### config.mk
export PLATFORM = sky130hd
export DESIGN_NAME = mult_div_unit
export DESIGN_NICKNAME = d
export VERILOG_FILES = /design/src/rtl/md_pkg.sv /design/src/rtl/mult_div_unit_div_step.sv /design/src/rtl/mult_div_unit.sv
export SDC_FILE = /design/constraint.sdc
export NUM_CORES = 1
export LEC_CHECK = 0
export ABC_CLOCK_PERIOD_IN_PS = 7200
export CELL_PAD_IN_SITES_DETAIL_PLACEMENT = 0
export CELL_PAD_IN_SITES_GLOBAL_PLACEMENT = 2
export CORE_MARGIN = 10
export CORE_UTILIZATION = 35
export DETAILED_ROUTE_END_ITERATION = 10
export PLACE_DENSITY = 0.78
export SLEW_MARGIN = 20
export SYNTH_ARGS = -nofsm -noshare
export SYNTH_HDL_FRONTEND = slang
export SYNTH_SLANG_ARGS = --single-unit
export TNS_END_PERCENT = 20
### constraint.sdc
create_clock -name clk_i -period 7.2 [get_ports clk_i]
set_input_delay 1.44 -clock clk_i [delete_from_list [all_inputs] [get_ports clk_i]]
set_output_delay 1.44 -clock clk_i [all_outputs]
set_load 0.1 [all_outputs]
### src/rtl/md_pkg.sv
// Shared definitions for the multicycle signed MULT/DIV engine.
//   md_state_t : engine control states
//   OP_MULT/OP_DIV : encoding of the op_i select
//   MD_WIDTH : default operand/result width
package md_pkg;

  typedef enum logic [1:0] {
    IDLE = 2'd0,
    MUL  = 2'd1,
    DIV  = 2'd2,
    FIN  = 2'd3
  } md_state_t;

  localparam logic OP_MULT = 1'b0;
  localparam logic OP_DIV  = 1'b1;

  localparam int MD_WIDTH = 32;

endpackage : md_pkg

### src/rtl/mult_div_unit_div_step.sv
// div_step: one combinational restoring-division step on unsigned magnitudes.
// Ports:
//   rem_i     : partial remainder (always < divisor_i)
//   msb_i     : next dividend bit shifted into the remainder
//   divisor_i : divisor magnitude (non-zero)
//   rem_o     : next partial remainder
//   q_bit_o   : quotient bit produced by this step
module div_step #(
  parameter int WIDTH = 32
) (
  input  logic [WIDTH-1:0] rem_i,
  input  logic             msb_i,
  input  logic [WIDTH-1:0] divisor_i,
  output logic [WIDTH-1:0] rem_o,
  output logic             q_bit_o
);

  logic [WIDTH:0]   shifted;
  logic             fits;
  logic [WIDTH-1:0] diff;

  assign shifted = {rem_i, msb_i};
  assign fits    = (shifted >= {1'b0, divisor_i});
  // When the divisor fits, the true difference is below the divisor and thus
  // representable in WIDTH bits, so a modular WIDTH-bit subtract is exact.
  assign diff    = shifted[WIDTH-1:0] - divisor_i;

  assign rem_o   = fits ? diff : shifted[WIDTH-1:0];
  assign q_bit_o = fits;

endmodule : div_step

### src/rtl/mult_div_unit.sv
// mult_div_unit: iterative signed MULT (radix-2 Booth) / DIV (restoring on
// magnitudes), one step per clock, WIDTH steps per operation.
// Ports:
//   clk_i, rst_i      : clock (rising edge), asynchronous active-high reset
//   start_i, op_i     : request and op select (0 MULT, 1 DIV), taken in IDLE
//   a_i, b_i          : multiplicand/dividend, multiplier/divisor
//   busy_o            : high in every state except IDLE
//   done_o            : one-cycle pulse, hi_o/lo_o valid
//   div_zero_o        : one-cycle pulse with done_o for DIV by zero
//   hi_o, lo_o        : product high/low, or remainder/quotient
module mult_div_unit
  import md_pkg::*;
#(
  parameter int WIDTH = MD_WIDTH
) (
  input  logic             clk_i,
  input  logic             rst_i,
  input  logic             start_i,
  input  logic             op_i,
  input  logic [WIDTH-1:0] a_i,
  input  logic [WIDTH-1:0] b_i,
  output logic             busy_o,
  output logic             done_o,
  output logic             div_zero_o,
  output logic [WIDTH-1:0] hi_o,
  output logic [WIDTH-1:0] lo_o
);

  localparam int CNT_W = $clog2(WIDTH);

  md_state_t        state_q;
  logic [CNT_W-1:0] counter_q;
  // acc_q: Booth accumulator (WIDTH+1 bits) or partial remainder for DIV.
  // q_q  : multiplier bits being consumed, or dividend shifting into quotient.
  // m_q  : multiplicand, or divisor magnitude.
  logic [WIDTH:0]   acc_q;
  logic [WIDTH-1:0] q_q;
  logic [WIDTH-1:0] m_q;
  logic             qm1_q;
  logic             quo_neg_q;
  logic             rem_neg_q;
  logic             dz_q;
  logic [WIDTH-1:0] hi_q;
  logic [WIDTH-1:0] lo_q;

  logic             last_step;
  assign last_step = (counter_q == CNT_W'(WIDTH - 1));

  // ---------------- Booth step ----------------
  logic [WIDTH:0]   m_ext;
  logic [WIDTH:0]   booth_sum;
  logic [WIDTH:0]   acc_mul_d;
  logic [WIDTH-1:0] q_mul_d;

  assign m_ext = {m_q[WIDTH-1], m_q};

  always_comb begin
    booth_sum = acc_q;
    unique case ({q_q[0], qm1_q})
      2'b01:   booth_sum = acc_q + m_ext;
      2'b10:   booth_sum = acc_q - m_ext;
      default: booth_sum = acc_q;
    endcase
  end

  // Arithmetic right shift of the {acc, q, q-1} triple.
  assign acc_mul_d = {booth_sum[WIDTH], booth_sum[WIDTH:1]};
  assign q_mul_d   = {booth_sum[0], q_q[WIDTH-1:1]};

  // ---------------- Restoring division step ----------------
  logic [WIDTH-1:0] rem_div_d;
  logic             q_bit;
  logic [WIDTH-1:0] quo_div_d;
  logic [WIDTH-1:0] lo_div_fix;
  logic [WIDTH-1:0] hi_div_fix;

  div_step #(.WIDTH(WIDTH)) u_div_step (
    .rem_i     (acc_q[WIDTH-1:0]),
    .msb_i     (q_q[WIDTH-1]),
    .divisor_i (m_q),
    .rem_o     (rem_div_d),
    .q_bit_o   (q_bit)
  );

  assign quo_div_d  = {q_q[WIDTH-2:0], q_bit};
  // Sign correction: quotient negative when operand signs differ, remainder
  // follows the dividend sign.
  assign lo_div_fix = quo_neg_q ? (~quo_div_d + 1'b1) : quo_div_d;
  assign hi_div_fix = rem_neg_q ? (~rem_div_d + 1'b1) : rem_div_d;

  // Operand magnitudes; the most negative value maps onto itself, which is
  // the correct unsigned magnitude.
  logic [WIDTH-1:0] abs_a;
  logic [WIDTH-1:0] abs_b;
  assign abs_a = a_i[WIDTH-1] ? (~a_i + 1'b1) : a_i;
  assign abs_b = b_i[WIDTH-1] ? (~b_i + 1'b1) : b_i;

  // ---------------- Control FSM and datapath registers ----------------
  always_ff @(posedge clk_i or posedge rst_i) begin
    if (rst_i) begin
      state_q   <= IDLE;
      counter_q <= '0;
      acc_q     <= '0;
      q_q       <= '0;
      m_q       <= '0;
      qm1_q     <= 1'b0;
      quo_neg_q <= 1'b0;
      rem_neg_q <= 1'b0;
      dz_q      <= 1'b0;
      hi_q      <= '0;
      lo_q      <= '0;
    end else begin
      unique case (state_q)
        IDLE: begin
          if (start_i) begin
            counter_q <= '0;
            acc_q     <= '0;
            qm1_q     <= 1'b0;
            dz_q      <= 1'b0;
            if (op_i == OP_MULT) begin
              q_q     <= b_i;
              m_q     <= a_i;
              state_q <= MUL;
            end else if (b_i == '0) begin
              dz_q    <= 1'b1;
              state_q <= FIN;
            end else begin
              q_q       <= abs_a;
              m_q       <= abs_b;
              rem_neg_q <= a_i[WIDTH-1];
              quo_neg_q <= a_i[WIDTH-1] ^ b_i[WIDTH-1];
              state_q   <= DIV;
            end
          end
        end
        MUL: begin
          acc_q     <= acc_mul_d;
          q_q       <= q_mul_d;
          qm1_q     <= q_q[0];
          counter_q <= counter_q + CNT_W'(1);
          if (last_step) begin
            hi_q    <= acc_mul_d[WIDTH-1:0];
            lo_q    <= q_mul_d;
            state_q <= FIN;
          end
        end
        DIV: begin
          acc_q     <= {1'b0, rem_div_d};
          q_q       <= quo_div_d;
          counter_q <= counter_q + CNT_W'(1);
          if (last_step) begin
            hi_q    <= hi_div_fix;
            lo_q    <= lo_div_fix;
            state_q <= FIN;
          end
        end
        FIN: begin
          state_q <= IDLE;
        end
        default: state_q <= IDLE;
      endcase
    end
  end

  assign busy_o     = (state_q != IDLE);
  assign done_o     = (state_q == FIN);
  assign div_zero_o = (state_q == FIN) && dz_q;
  assign hi_o       = hi_q;
  assign lo_o       = lo_q;

endmodule : mult_div_unit

Word-level counts from Yosys, hierarchy flattened
Index checks and enable logic that the tools add are counted.
Operators by class
  add/sub/neg operators: 8
  magnitude comparators: 1
  equality and inequality tests: 12
  muxes and demuxes: 31
  bitwise logic cells: 6
  reduce and logical (&&, ||, !) cells: 18
Operators with widths (number)
  $mux W32: 14
  $add A32 B1 Y32 const B: 4
  $not A32 Y32: 4
  $pmux W32 S2: 2
  $pmux W33 S3: 1
  $pmux W32 S3: 1
  $pmux W33 S2: 1
  $add A33 B33 Y33: 1
  $ge A33 B32 Y1: 1
  $mux W33: 1
  $sub A33 B33 Y33: 1
  $logic_not A32 Y1: 1
  $sub A32 B32 Y32: 1
  $pmux W5 S2: 1
  $reduce_and A2 Y1: 5
  $reduce_and A3 Y1: 3
  $ne A2 B2 Y1 const B: 4
  $reduce_bool A2 Y1: 4
  $eq A2 B2 Y1 const B: 3
  $mux W2: 3
  $pmux W2 S3: 1
  $add A5 B1 Y5 const B: 1
  $eq A5 B5 Y1 const B: 1
  $mux W5: 1
  other kinds (12): 16
Word-level totals
  register bits: 172
  bits of input ports: 68
  output and inout bits: 67
  word-level logic and storage cells: 87

Depth between registers and ports, before layout
  word-level depth: 7
  gate-level depth with buffers: 23
  gate-level depth less buffers: 19

Hierarchy
Synthesis repeated with hierarchy kept, for this count alone.
Unflattened totals
  cell total of the unflattened synthesis: 2060
  area, all modules: 16111.7 um^2
By module, submodules not included
  mult_div_unit: instances 1, cells an instance 1737, area each 13780.7 um^2, seq. area each 4304.1 um^2
  div_step: instances 1, cells an instance 323, area each 2331.0 um^2, seq. area each 0.0 um^2

Worst setup path after synthesis
Ideal clock, no wire load.
  path type: register to register
  start: register m_q[6]
  end: register hi_q[26], in the netlist hi_o[26]
  library setup time: 0.083 ns
  arrival time: 5.034 ns
  data required time: 7.117 ns
  setup slack: 2.084 ns
  stages on the path, launching flop included: 24
  buffers on the path: 4
  period minus slack after synthesis: 5.116 ns
  cell sequence: dfrtp_1 -> inv_1 -> ha_1 -> clkbuf_1 -> a21oi_1 -> o21ai_0 -> a21oi_1 -> a31o_2 -> nand2_1 -> clkbuf_1 -> clkbuf_1 -> buf_1 -> nor2_1 -> a21oi_1 -> ha_1 -> nand2_1 -> a21oi_1 -> nand3_1 -> nor4_1 -> a41oi_1 -> a211o_1 -> o21a_1 -> xor2_1 -> o21ai_0
Between the ends
  word-level cells in the longest chain between the ends: 7
  elaborated cells between the ends (all ways): 12
  classes of those cells: add/sub: 4; order compare: 1; mux: 6; bitwise: 1
RTL lines
  start: declaration: line mult_div_unit.sv:38  | logic [WIDTH-1:0] m_q;
  start signal: assignment: line mult_div_unit.sv:122  | m_q <= a_i;
  start signal: assignment: line mult_div_unit.sv:129  | m_q <= abs_b;
  $sub A32 B32 Y32 / $ge A33 B32 Y1 (equally long branches): line mult_div_unit_div_step.sv:26, mult_div_unit_div_step.sv:23
  $mux W32: line mult_div_unit_div_step.sv:28  | assign rem_o = fits ? diff : shifted[WIDTH-1:0];
  $not A32 Y32: line mult_div_unit.sv:89  | assign hi_div_fix = rem_neg_q ? (~rem_div_d + 1'b1) : rem_div_d;
  $add A32 B1 Y32: line mult_div_unit.sv:89
  $mux W32: line mult_div_unit.sv:89
  $mux W32: line mult_div_unit.sv:151  | if (last_step) begin
  $pmux W32 S2 *: line mult_div_unit.sv:113  | unique case (state_q)
  end signal: assignment: line mult_div_unit.sv:142  | hi_q <= acc_mul_d[WIDTH-1:0];
  end signal: assignment: line mult_div_unit.sv:152  | hi_q <= hi_div_fix;
  end: declaration: line mult_div_unit.sv:43  | logic [WIDTH-1:0] hi_q;
Mark *: on every way between the ends. The rest lies on a longest branch, timed or not. The select of a mux whose other input is x is not followed.
A chain may end at the register's enable or synchronous reset.

Final worst setup path
  start: input b_i[0]
  end: register q_q[17]
Between the ends
  word-level cells in the longest chain between the ends: 3
RTL lines
  start: declaration: line mult_div_unit.sv:21  | input logic [WIDTH-1:0] b_i,
  $logic_not A32 Y1: line mult_div_unit.sv:124  | end else if (b_i == '0) begin
  $ne A3 B3 Y1 (no line)
  $reduce_and A3 Y1 (no line)
  end signal: assignment: line mult_div_unit.sv:121  | q_q <= b_i;
  end signal: assignment: line mult_div_unit.sv:128  | q_q <= abs_a;
  end signal: assignment: line mult_div_unit.sv:138  | q_q <= q_mul_d;
  end: declaration: line mult_div_unit.sv:37  | logic [WIDTH-1:0] q_q;
No other way between the ends.

==> impl_metrics.csv <==
group,metric,value,unit
synthesis,yosys.cell_count.top_type,"nand2_1",
cts,numCtsBuffers,17,
timing,tns,0,ps
routing,drtIter0Drc,1520,
place,dp_hpwl,53400,um
floorplanning,core_area,46500,um2
flow_run,drv_cap,0,
floorplanning,rows,79,
synthesis,yosys-top-cells-count,"316 x nand2_1, 254 x o21ai_0, 191 x a21oi_1",
global_routing,grt_pass1_wl,102000,um
floorplanning,dieArea,55900,um2
floorplanning,chipHeight,236,um
hold_path,min_path_type,"reg2reg",
cts,holdBufCountCts,0,
timing,setup_viol,0,
routing,routed_via_density,5.85,
cells_and_area,syn2layout_area_growth,14.3,%
synthesis,avgSynthCellArea,7.39,um2
status,status,"finished clean",
critical_path,worstSetupStartpointType,"input port",
routing,drt-pass1-iter-count,5,
routing,wl_met1,29100,um
cts,cts_tree,"yes",
critical_path,cp_slowest_stage_delay,530,ps
critical_path,cp.required,7600,ps
synthesis,yosysWarnings,0,
cts,clk_latency,490,ps
global_routing,grt.overflow.total,0,
floorplanning,fp.dieW,236,um
routing,postRouteAntennaNets,0,
global_routing,grt_pass1_vias,16318,
critical_path,cp_slowest_cell,"or4_4",
critical_path,crit_fanout,32,
synthesis,synthCells,2218,
hold_path,hp-start,"lo_o[11]",
cts,cts_root_buf,"clkbuf_16",
critical_path,crit_type,"in2reg",
routing,wire_per_inst,23.3,um
cts,h-tree-depth,4,
timing,worst_pin_slew,1090,ps
synthesis,synth_nets,2364,
timing,finalHoldViolCount,0,
cts,cts_setup_buffers,0,
cts,cts_buffer_depth,2,
timing,fin_skew,24.2,ps
timing,clock.fmax,171,MHz
synthesis,synth_top_area_cell,"dfrtp_1",
cts,ctsResizeCount,0,
critical_path,path_buf_inv,3,
place,gp_congestion,0.948,
synthesis,ys_seq_area_share,26.3,%
cells_and_area,drive_gt1_share,4.10,%
critical_path,rrSetupSlack,1410,ps
routing,drt-total-wl,67100,um
global_routing,antenna_found_initial,0,
hold_path,whs_path_depth,1,
synthesis,synth_seq_cells,172,
global_routing,grt_max_degree,88,
floorplanning,ios,135,
timing,slew_headroom,27.1,%
synthesis,synthFlopType,"dfrtp_1",
routing,num_vias,16819,
routing,dr_wl_met3,3250,um
synthesis,synth_area,16400,um2
cts,clkTransAtPathRegs,70,ps
cells_and_area,n_fill_cell,4935,
place,numPortBuffers,134,
cts,clock_sinks,172,
critical_path,reg2reg_to,"hi_o[26]",
routing,top_layer,"met4",
hold_path,hold_end,"lo_o[11]",
critical_path,worst-r2r-cell-count,19,
cells_and_area,multi_input_area,11300,um2
synthesis,synth_edf_count,0,
critical_path,path_cells,"clkdlybuf4s50_1 > inv_1 > ha_1 > or4b_1 > or3_1 > or3_4 > or4_4 > or4_4 > or3_1 > or2_1 > nand3_2 > and2_2 > buf_4 > nand2_1 > o21ai_1",
critical_path,arrival,6250,ps
synthesis,synth_area_leaders,"dfrtp_1 26%, o21ai_0 7.8%, nand2_1 7.2%",
critical_path,reg2reg_from,"m_q[23]",
critical_path,end_kind,"register",
timing,finalMaxSlewViolations,0,
floorplanning,start_util,35.3,%
timing,rsz0062_at_grt,"no",
cells_and_area,finalNetCount,2403,
timing,fin_crit_sh,81.2,%
cells_and_area,layout.area.seq,4300,um2
critical_path,path_delay_family,"simple AND/OR/NAND/NOR gates",
timing,min_period,5850,ps
synthesis,yosysUniqueCellTypes,77,
synthesis,synth_top_cell_area_share,26.3,%
global_routing,track_usage,23.3,%
routing,wl_met2,31700,um
synthesis,async_flop_share,100,%
routing,drc,0,
[registers in the layout (all words and copies together) (netlist names)]
signal     cells
m_q           32
rem_neg_q      1
hi_o          32
qm1_q          1
acc_q         33
counter_q      5
dz_q           1
q_q           32
state_q        2
quo_neg_q      1
lo_o          32
[worst reg2reg max path, delay by kind of cell (launching register included)]
kind	cells	cell delay [ps]
AOI/OAI and AO/OA	8	2110
xor gates and xnor gates	1	150
adders and majority gates	2	700
buffers and inverters	1	130
DFF	1	560
and+or+nand+nor	7	2050
[through the flow]
stage          utilization, %  cell area, um2  hold WS, ps  instances  setup slack [ps]
2_1_floorplan               -           16400          466       2218              1100
3_3_place_gp             39.1           18200          463       2845               922
3_5_place_dp             39.1           18200          465       2845               872
4_1_cts                  40.3           18700          481       2876              1370
5_1_grt                  40.3           18700          503       2876              1040
6_report                 40.3           18700          478       2877              1350
[cell usage in the layout, fill, tap and decap left out, drive strengths merged, types with 9 or more instances in the layout]
| cell type | count |
|---|---|
| o211ai | 13 |
| a22o | 9 |
| ha | 76 |
| a41oi | 10 |
| nand3 | 25 |
| o21ai | 286 |
| dfrtp | 172 |
| buf | 31 |
| a22oi | 45 |
| a31oi | 21 |
| o41ai | 18 |
| o21a | 24 |
| a21oi | 191 |
| nand4 | 14 |
| nor2 | 182 |
| clkdlybuf4s50 | 133 |
| nor3 | 49 |
| o31ai | 40 |
| nor2b | 12 |
| a21o | 23 |
| inv | 75 |
| a211oi | 18 |
| o31a | 9 |
| nand2 | 316 |
| clkbuf | 22 |
| xor2 | 116 |
| or4 | 23 |
| nor4 | 22 |
| o221ai | 19 |
| nand2b | 20 |
| xnor2 | 72 |
| or3 | 20 |
| mux2i | 29 |
| or2 | 12 |
| and2 | 11 |
| and3 | 18 |
[worst max path at each step]
stage,startpoint,endpoint,depth (start not counted)
5_1_grt,m_q[23],hi_o[26],19
3_5_place_dp,b_i[0],q_q[27],15
6_report,b_i[0],q_q[17],15
2_1_floorplan,rst_i,acc_q[0],1
4_1_cts,b_i[0],q_q[27],15
3_3_place_gp,b_i[0],q_q[16],15
[cell type report]
type / count / share of cell area (%)
multi-input combinational: 1828 / 60.1
sequential: 172 / 23.0
timing repair buffer: 164 / 8.33
tap: 607 / 4.05
clock buffer: 22 / 2.42
inverter: 74 / 1.51
clock inverter: 9 / 0.608
antenna: 1 / 0.0134
[per-layer routing]
metal / track usage, % / vias up
met2: 38.7 / 478
met3: 3.72 / 109
met4: 11.2 / 0
met1: 29.0 / 8116
met5: 0 / -
li1: - / 8116
[kinds of logic (layout without fill, tap and decap cells)]
kind of cell / Yosys count / in the layout / share of synthesized area [%]
AO/OA/AOI/OAI: 792 / 792 / 29.9
XOR/XNOR: 188 / 188 / 10.0
adder cells (fa/ha/maj): 78 / 78 / 6.05
buffers and inverters: 218 / 269 / 5.35
flip-flops: 172 / 172 / 26.3
multiplexers: 32 / 32 / 1.98
other: 0 / 1 / 0
AND/OR/NAND/NOR: 738 / 738 / 20.5
Power is not shown: default switching activity piles up to over one toggle a cycle in this logic, so the estimate is an artifact.
